<file path="src/rtl/program_loader.sv">
// rtl/program_loader.sv - framed byte-stream loader that writes an instruction image and releases the core.
module program_loader #(
    parameter int         DATA_WIDTH     = 16,
    parameter logic [7:0] SYNC_BYTE      = 8'hA5,
    parameter int         MAX_WORDS      = 1024,
    parameter int         TIMEOUT_CYCLES = 100000
) (
    input  logic                  clk,
    input  logic                  reset,
    input  logic [7:0]            rx_data,
    input  logic                  rx_valid,
    output logic                  rx_ready,
    output logic                  imem_we,
    output logic [DATA_WIDTH-1:0] imem_addr,
    output logic [DATA_WIDTH-1:0] imem_opcode,
    output logic [DATA_WIDTH-1:0] imem_operand,
    output logic                  cpu_hold,
    output logic                  load_done,
    output logic                  load_error,
    output logic [1:0]            error_code
);

    localparam int TW = $clog2(TIMEOUT_CYCLES + 1);
    localparam logic [DATA_WIDTH-1:0] MAX_N     = DATA_WIDTH'(MAX_WORDS);
    localparam logic [TW-1:0]         TIMER_END = TW'(TIMEOUT_CYCLES - 1);

    typedef enum logic [2:0] {
        IDLE, CNT_HI, CNT_LO, PAYLOAD, CHECK, DONE, ERR
    } state_t;

    state_t                state, state_next;
    logic [1:0]            err_next;
    logic [7:0]            count_hi;
    logic [DATA_WIDTH-1:0] n_words;
    logic [DATA_WIDTH-1:0] word_idx;
    logic [1:0]            byte_idx;
    logic [7:0]            sum;
    logic [DATA_WIDTH-1:0] asm_opcode;
    logic [7:0]            asm_operand_hi;
    logic [TW-1:0]         timer;

    logic                  xfer;
    logic                  in_frame;
    logic                  timeout_hit;
    logic                  last_word;
    logic [DATA_WIDTH-1:0] count_in;

    assign xfer        = rx_valid && rx_ready;
    assign in_frame    = (state == CNT_HI) || (state == CNT_LO) ||
                         (state == PAYLOAD) || (state == CHECK);
    assign timeout_hit = in_frame && !xfer && (timer == TIMER_END);
    assign last_word   = (byte_idx == 2'd3) && ((word_idx + DATA_WIDTH'(1)) == n_words);
    assign count_in    = {count_hi, rx_data};

    always_ff @(posedge clk) begin
        if (reset) begin
            state <= IDLE;
        end else begin
            state <= state_next;
        end
    end

    always_comb begin
        state_next = state;
        err_next   = 2'd0;
        case (state)
            IDLE:    if (xfer && rx_data == SYNC_BYTE) state_next = CNT_HI;
            CNT_HI:  if (xfer) state_next = CNT_LO;
            CNT_LO: begin
                if (xfer) begin
                    if (count_in > MAX_N) begin
                        state_next = ERR;
                        err_next   = 2'd2;
                    end else if (count_in == '0) begin
                        state_next = CHECK;
                    end else begin
                        state_next = PAYLOAD;
                    end
                end
            end
            PAYLOAD: if (xfer && last_word) state_next = CHECK;
            CHECK: begin
                if (xfer) begin
                    if (rx_data == sum) begin
                        state_next = DONE;
                    end else begin
                        state_next = ERR;
                        err_next   = 2'd1;
                    end
                end
            end
            default: state_next = state;
        endcase
        // timeout_hit implies no transfer, so it never races a legal byte
        if (timeout_hit) begin
            state_next = ERR;
            err_next   = 2'd3;
        end
    end

    always_comb begin
        rx_ready   = (state != DONE) && (state != ERR);
        cpu_hold   = (state != DONE);
        load_done  = (state == DONE);
        load_error = (state == ERR);
    end

    always_ff @(posedge clk) begin
        if (reset) begin
            count_hi       <= '0;
            n_words        <= '0;
            word_idx       <= '0;
            byte_idx       <= '0;
            sum            <= '0;
            asm_opcode     <= '0;
            asm_operand_hi <= '0;
            timer          <= '0;
            imem_we        <= 1'b0;
            imem_addr      <= '0;
            imem_opcode    <= '0;
            imem_operand   <= '0;
            error_code     <= 2'd0;
        end else begin
            imem_we <= 1'b0;

            if (!in_frame || xfer) begin
                timer <= '0;
            end else begin
                timer <= timer + TW'(1);
            end

            if (state_next == ERR && state != ERR) begin
                error_code <= err_next;
            end

            if (xfer) begin
                case (state)
                    IDLE: sum <= 8'd0;
                    CNT_HI: begin
                        count_hi <= rx_data;
                        sum      <= sum + rx_data;
                    end
                    CNT_LO: begin
                        n_words  <= count_in;
                        sum      <= sum + rx_data;
                        word_idx <= '0;
                        byte_idx <= 2'd0;
                    end
                    PAYLOAD: begin
                        sum      <= sum + rx_data;
                        byte_idx <= byte_idx + 2'd1;
                        // output registers are separate from assembly so the next byte can land during the write
                        case (byte_idx)
                            2'd0: asm_opcode[15:8] <= rx_data;
                            2'd1: asm_opcode[7:0]  <= rx_data;
                            2'd2: asm_operand_hi   <= rx_data;
                            default: begin
                                imem_we      <= 1'b1;
                                imem_addr    <= word_idx;
                                imem_opcode  <= asm_opcode;
                                imem_operand <= {asm_operand_hi, rx_data};
                                word_idx     <= word_idx + DATA_WIDTH'(1);
                            end
                        endcase
                    end
                    default: ;
                endcase
            end
        end
    end

endmodule

</file>
<file path="config.mk">
export PLATFORM = sky130hd
export DESIGN_NAME = program_loader
export DESIGN_NICKNAME = d
export VERILOG_FILES = /design/src/rtl/program_loader.sv
export SDC_FILE = /design/constraint.sdc
export NUM_CORES = 1
export LEC_CHECK = 0
export ABC_CLOCK_PERIOD_IN_PS = 4150
export CAP_MARGIN = 20
export CORE_MARGIN = 1
export CORE_UTILIZATION = 61
export DETAILED_ROUTE_END_ITERATION = 6
export HOLD_SLACK_MARGIN = 0.08
export MAX_ROUTING_LAYER = met4
export PLACE_DENSITY = 0.82
export SLEW_MARGIN = 30
export SYNTH_ARGS = -nofsm -noshare
export SYNTH_HDL_FRONTEND = slang
export SYNTH_SLANG_ARGS = --single-unit
export TNS_END_PERCENT = 50
</file>
<file path="constraint.sdc">
create_clock -name clk -period 4.15 [get_ports clk]
set_input_delay 0.83 -clock clk [delete_from_list [all_inputs] [get_ports clk]]
set_output_delay 0.83 -clock clk [all_outputs]
set_load 0.005 [all_outputs]
</file>
==> impl_metrics.tcl <==
set metrics [dict create \
    status "complete, but fails checks" \
    violations "design-rule violations" \
    fmax_mhz 303 \
    pre_cts_ws_ps 536 \
    finalCritPeriodShare 0.796 \
    die_y_microns 105 \
    yosysTopAreaCellShare 0.445 \
    syn_inst 836 \
    worst_slew_pin_slew_ps 679 \
    core_area_sq_um 10300 \
    vias 6047 \
    switching_share 0.223 \
    slew_headroom 0.547 \
    grt_max_degree 99 \
    synth.distinct_cells 52 \
    critPathKind "reg2reg" \
    p_seq_frac 0.462 \
    gp_congestion 0.957 \
    hp-class "reg2reg" \
    drc_errors 3 \
    ys_warn_count 0 \
    path_max_fanout 8 \
    grt_pass1_wl_microns 27500 \
    dieWidth_microns 105 \
    final.setup.tns_ps 0 \
    antennaDiodeCount 0 \
    clk_path_buf_depth 2 \
    ys.flop_type "dfxtp_1" \
    setup_viol 0 \
    cts_root_buf "clkbuf_8" \
    synth_edf_count 0 \
    gr-total-overflow 0 \
    p_leak_nw 2.65 \
    design_power_total_w 0.00301 \
    postCtsSetupRepairBufs 0 \
    final.setup_skew_ps 8.04 \
    synth_seq_cells 145 \
    hold_ws_ps 449 \
    nNetsFinal 901 \
    num_rows 37 \
    netlist_area_sq_um 6520 \
    arrival_ps 3700 \
    cts_resized 0 \
    clk_pin_slew_ps 60 \
    grtUsageTotal 0.321 \
    hpwlAfterDp_microns 11300 \
    cap_violations 0 \
    postCtsHoldBufs 0 \
    wl_microns 16900 \
    dr.first_iter.drc_count 509 \
    yosys.area.top_type "dfxtp_1" \
    h-tree-depth 4 \
    layout_setup_ws_ps 847 \
    cell_internal_pwr_w 0.00234 \
    syn_nets 862 \
    grt_pass1_vias 5696 \
    avgRoutedWirePerCell_microns 16.5 \
    area_growth_syn_to_layout_pct 20.1 \
    io_pins 66 \
    drv_slew 0 \
    vias_per_cell 5.91 \
    cts_buffers 17 \
    die_area_sq_um 11100 \
    start_util 0.631 \
    synth_area_per_cell_sq_um 7.80 \
    clockPowerShare 0.515 \
    irDropWorstVdd_mv 0.288 \
    final_antenna_net_count 0 \
    ys_seq_area_frac 0.445 \
    insertion_delay_ps 530 \
    synthArstFlopShare 0 \
    rsz0062_at_grt "no" \
    cts_tree "built" \
    required_ps 4540 \
    fin_crit_ps 3300 \
    switching_power_w 0.000672 \
    synth_area_leaders "dfxtp_1, nand2_1, a21oi_1" \
    cp-start-kind "flip-flop" \
    crit_path_end_kind "flip-flop" \
    port_buffers 65 \
    cts.sinks 145 \
    nFillCells 744 \
    antenna_found_initial 0 \
    drt-pass1-iter-count 7 \
    finalHoldViolations 0 \
    p_per_area_nw_per_um2 385 \
    comb_power_share 0.023 \
    layout-drive-gt1-share 0.0631 \
]
[cell type report]
class / instances / area, sq um / share of cell area
clock buffers: 18 / 418 / 0.0534
clock inverters: 13 / 175 / 0.0224
inverters: 10 / 37.5 / 0.00480
multi-input cells: 621 / 3350 / 0.428
flip-flops and latches: 145 / 2900 / 0.371
well taps: 136 / 170 / 0.0217
repair buffers: 80 / 773 / 0.0988
[cells in the final DEF, fill, tap and decap left out, types with 3 or more instances in the layout]
| cell | netlist | layout |
|---|---|---|
| a211oi_1 | 4 | 4 |
| o21ai_0 | 15 | 15 |
| or3_1 | 7 | 7 |
| nor2_1 | 58 | 58 |
| xnor2_1 | 21 | 21 |
| a22oi_1 | 8 | 8 |
| nand3_1 | 34 | 34 |
| clkbuf_16 | 0 | 16 |
| o21a_1 | 4 | 4 |
| ha_1 | 14 | 14 |
| clkdlybuf4s50_1 | 0 | 64 |
| nor2b_1 | 10 | 10 |
| o2111ai_1 | 3 | 3 |
| nor4_1 | 7 | 7 |
| inv_6 | 0 | 7 |
| a21o_1 | 4 | 4 |
| dfxtp_1 | 145 | 145 |
| and3_1 | 7 | 6 |
| nand4_1 | 12 | 12 |
| nand2_1 | 198 | 197 |
| nor3_1 | 13 | 13 |
| a311oi_1 | 3 | 3 |
| inv_1 | 10 | 10 |
| a21oi_1 | 125 | 125 |
| nand2b_1 | 4 | 4 |
| and4_1 | 7 | 7 |
| and2_1 | 5 | 5 |
| xor2_1 | 16 | 16 |
| a31oi_1 | 5 | 5 |
| buf_4 | 0 | 15 |
| bufinv_16 | 0 | 3 |
| or4_1 | 5 | 5 |
[critical path, cell delays in order (launching register included)]
cell and delay [ps]:
dfxtp_1 500, ha_1 380, nand3_2 160, or4_4 610, and3b_1 190, o32ai_1 480
o41ai_1 190, and4_1 250, nor4_2 270, o22ai_1 140
[synth_stat cells (12+ instances only)]
cell        n
xnor2_1    21
nor2_1     58
ha_1       14
nand2_1   198
o21ai_0    15
a21oi_1   125
nand3_1    34
xor2_1     16
clkbuf_1   53
nor3_1     13
dfxtp_1   145
nand4_1    12
[path summary, 6_finish.rpt]
path	start	end	slack, ps	cells after the start
max	word_idx[0]$_SDFFE_PP0P_	error_code[0]$_SDFFE_PP0P_	850	9
min	asm_opcode[0]$_SDFFE_PP0P_	imem_opcode[0]$_SDFFE_PP0P_	450	2
max reg2reg	word_idx[0]$_SDFFE_PP0P_	error_code[0]$_SDFFE_PP0P_	850	9
min reg2reg	asm_opcode[0]$_SDFFE_PP0P_	imem_opcode[0]$_SDFFE_PP0P_	450	2
[flip-flops by register name, summed over array words and instances, names as in the netlist]
signal,cells
asm_opcode,16
asm_operand_hi,8
byte_idx,2
count_hi,8
error_code,2
imem_addr,16
imem_opcode,16
imem_operand,16
imem_we,1
n_words,16
state,3
sum,8
timer,17
word_idx,16
[power by group through the flow]
stage	combinational (W)	clock, W	sequential, W
5_1_grt	0.0000752	0.00163	0.00139
3_5_place_dp	0.0000666	0	0.00142
6_report	0.0000705	0.00155	0.00139
3_3_place_gp	0.0000665	0	0.00142
4_1_cts	0.0000672	0.00155	0.00139
2_1_floorplan	0.0000350	0	0.00142
[layer usage]
metal,track usage,up-vias,part of all wire
met5,-,-,0
met4,0.101,0,0.014
met3,0.0649,27,0.071
met2,0.526,241,0.49
met1,0.399,2840,0.42
li1,-,2939,-
[per-stage QoR]
step | instance area [sq um] | util | cells
floorplan | 6520 | - | 836
global placement | 7210 | 0.699 | 991
detailed placement | 7210 | 0.699 | 991
CTS | 7810 | 0.756 | 1022
global route | 7830 | 0.758 | 1023
finish | 7830 | 0.758 | 1023
[logic make-up (layout without fill, tap and decap cells)]
group / count (synthesis) / after routing / share of synthesized area
DFF: 145 / 145 / 0.445
and+or+nand+nor: 385 / 385 / 0.273
adders and majority gates: 15 / 15 / 0.0299
AOI/OAI and AO/OA: 183 / 183 / 0.159
muxes: 1 / 1 / 0.00154
buffers and inverters: 70 / 121 / 0.0413
xor gates and xnor gates: 37 / 37 / 0.0497
No activity file was read; power rests on OpenSTA's default activity.
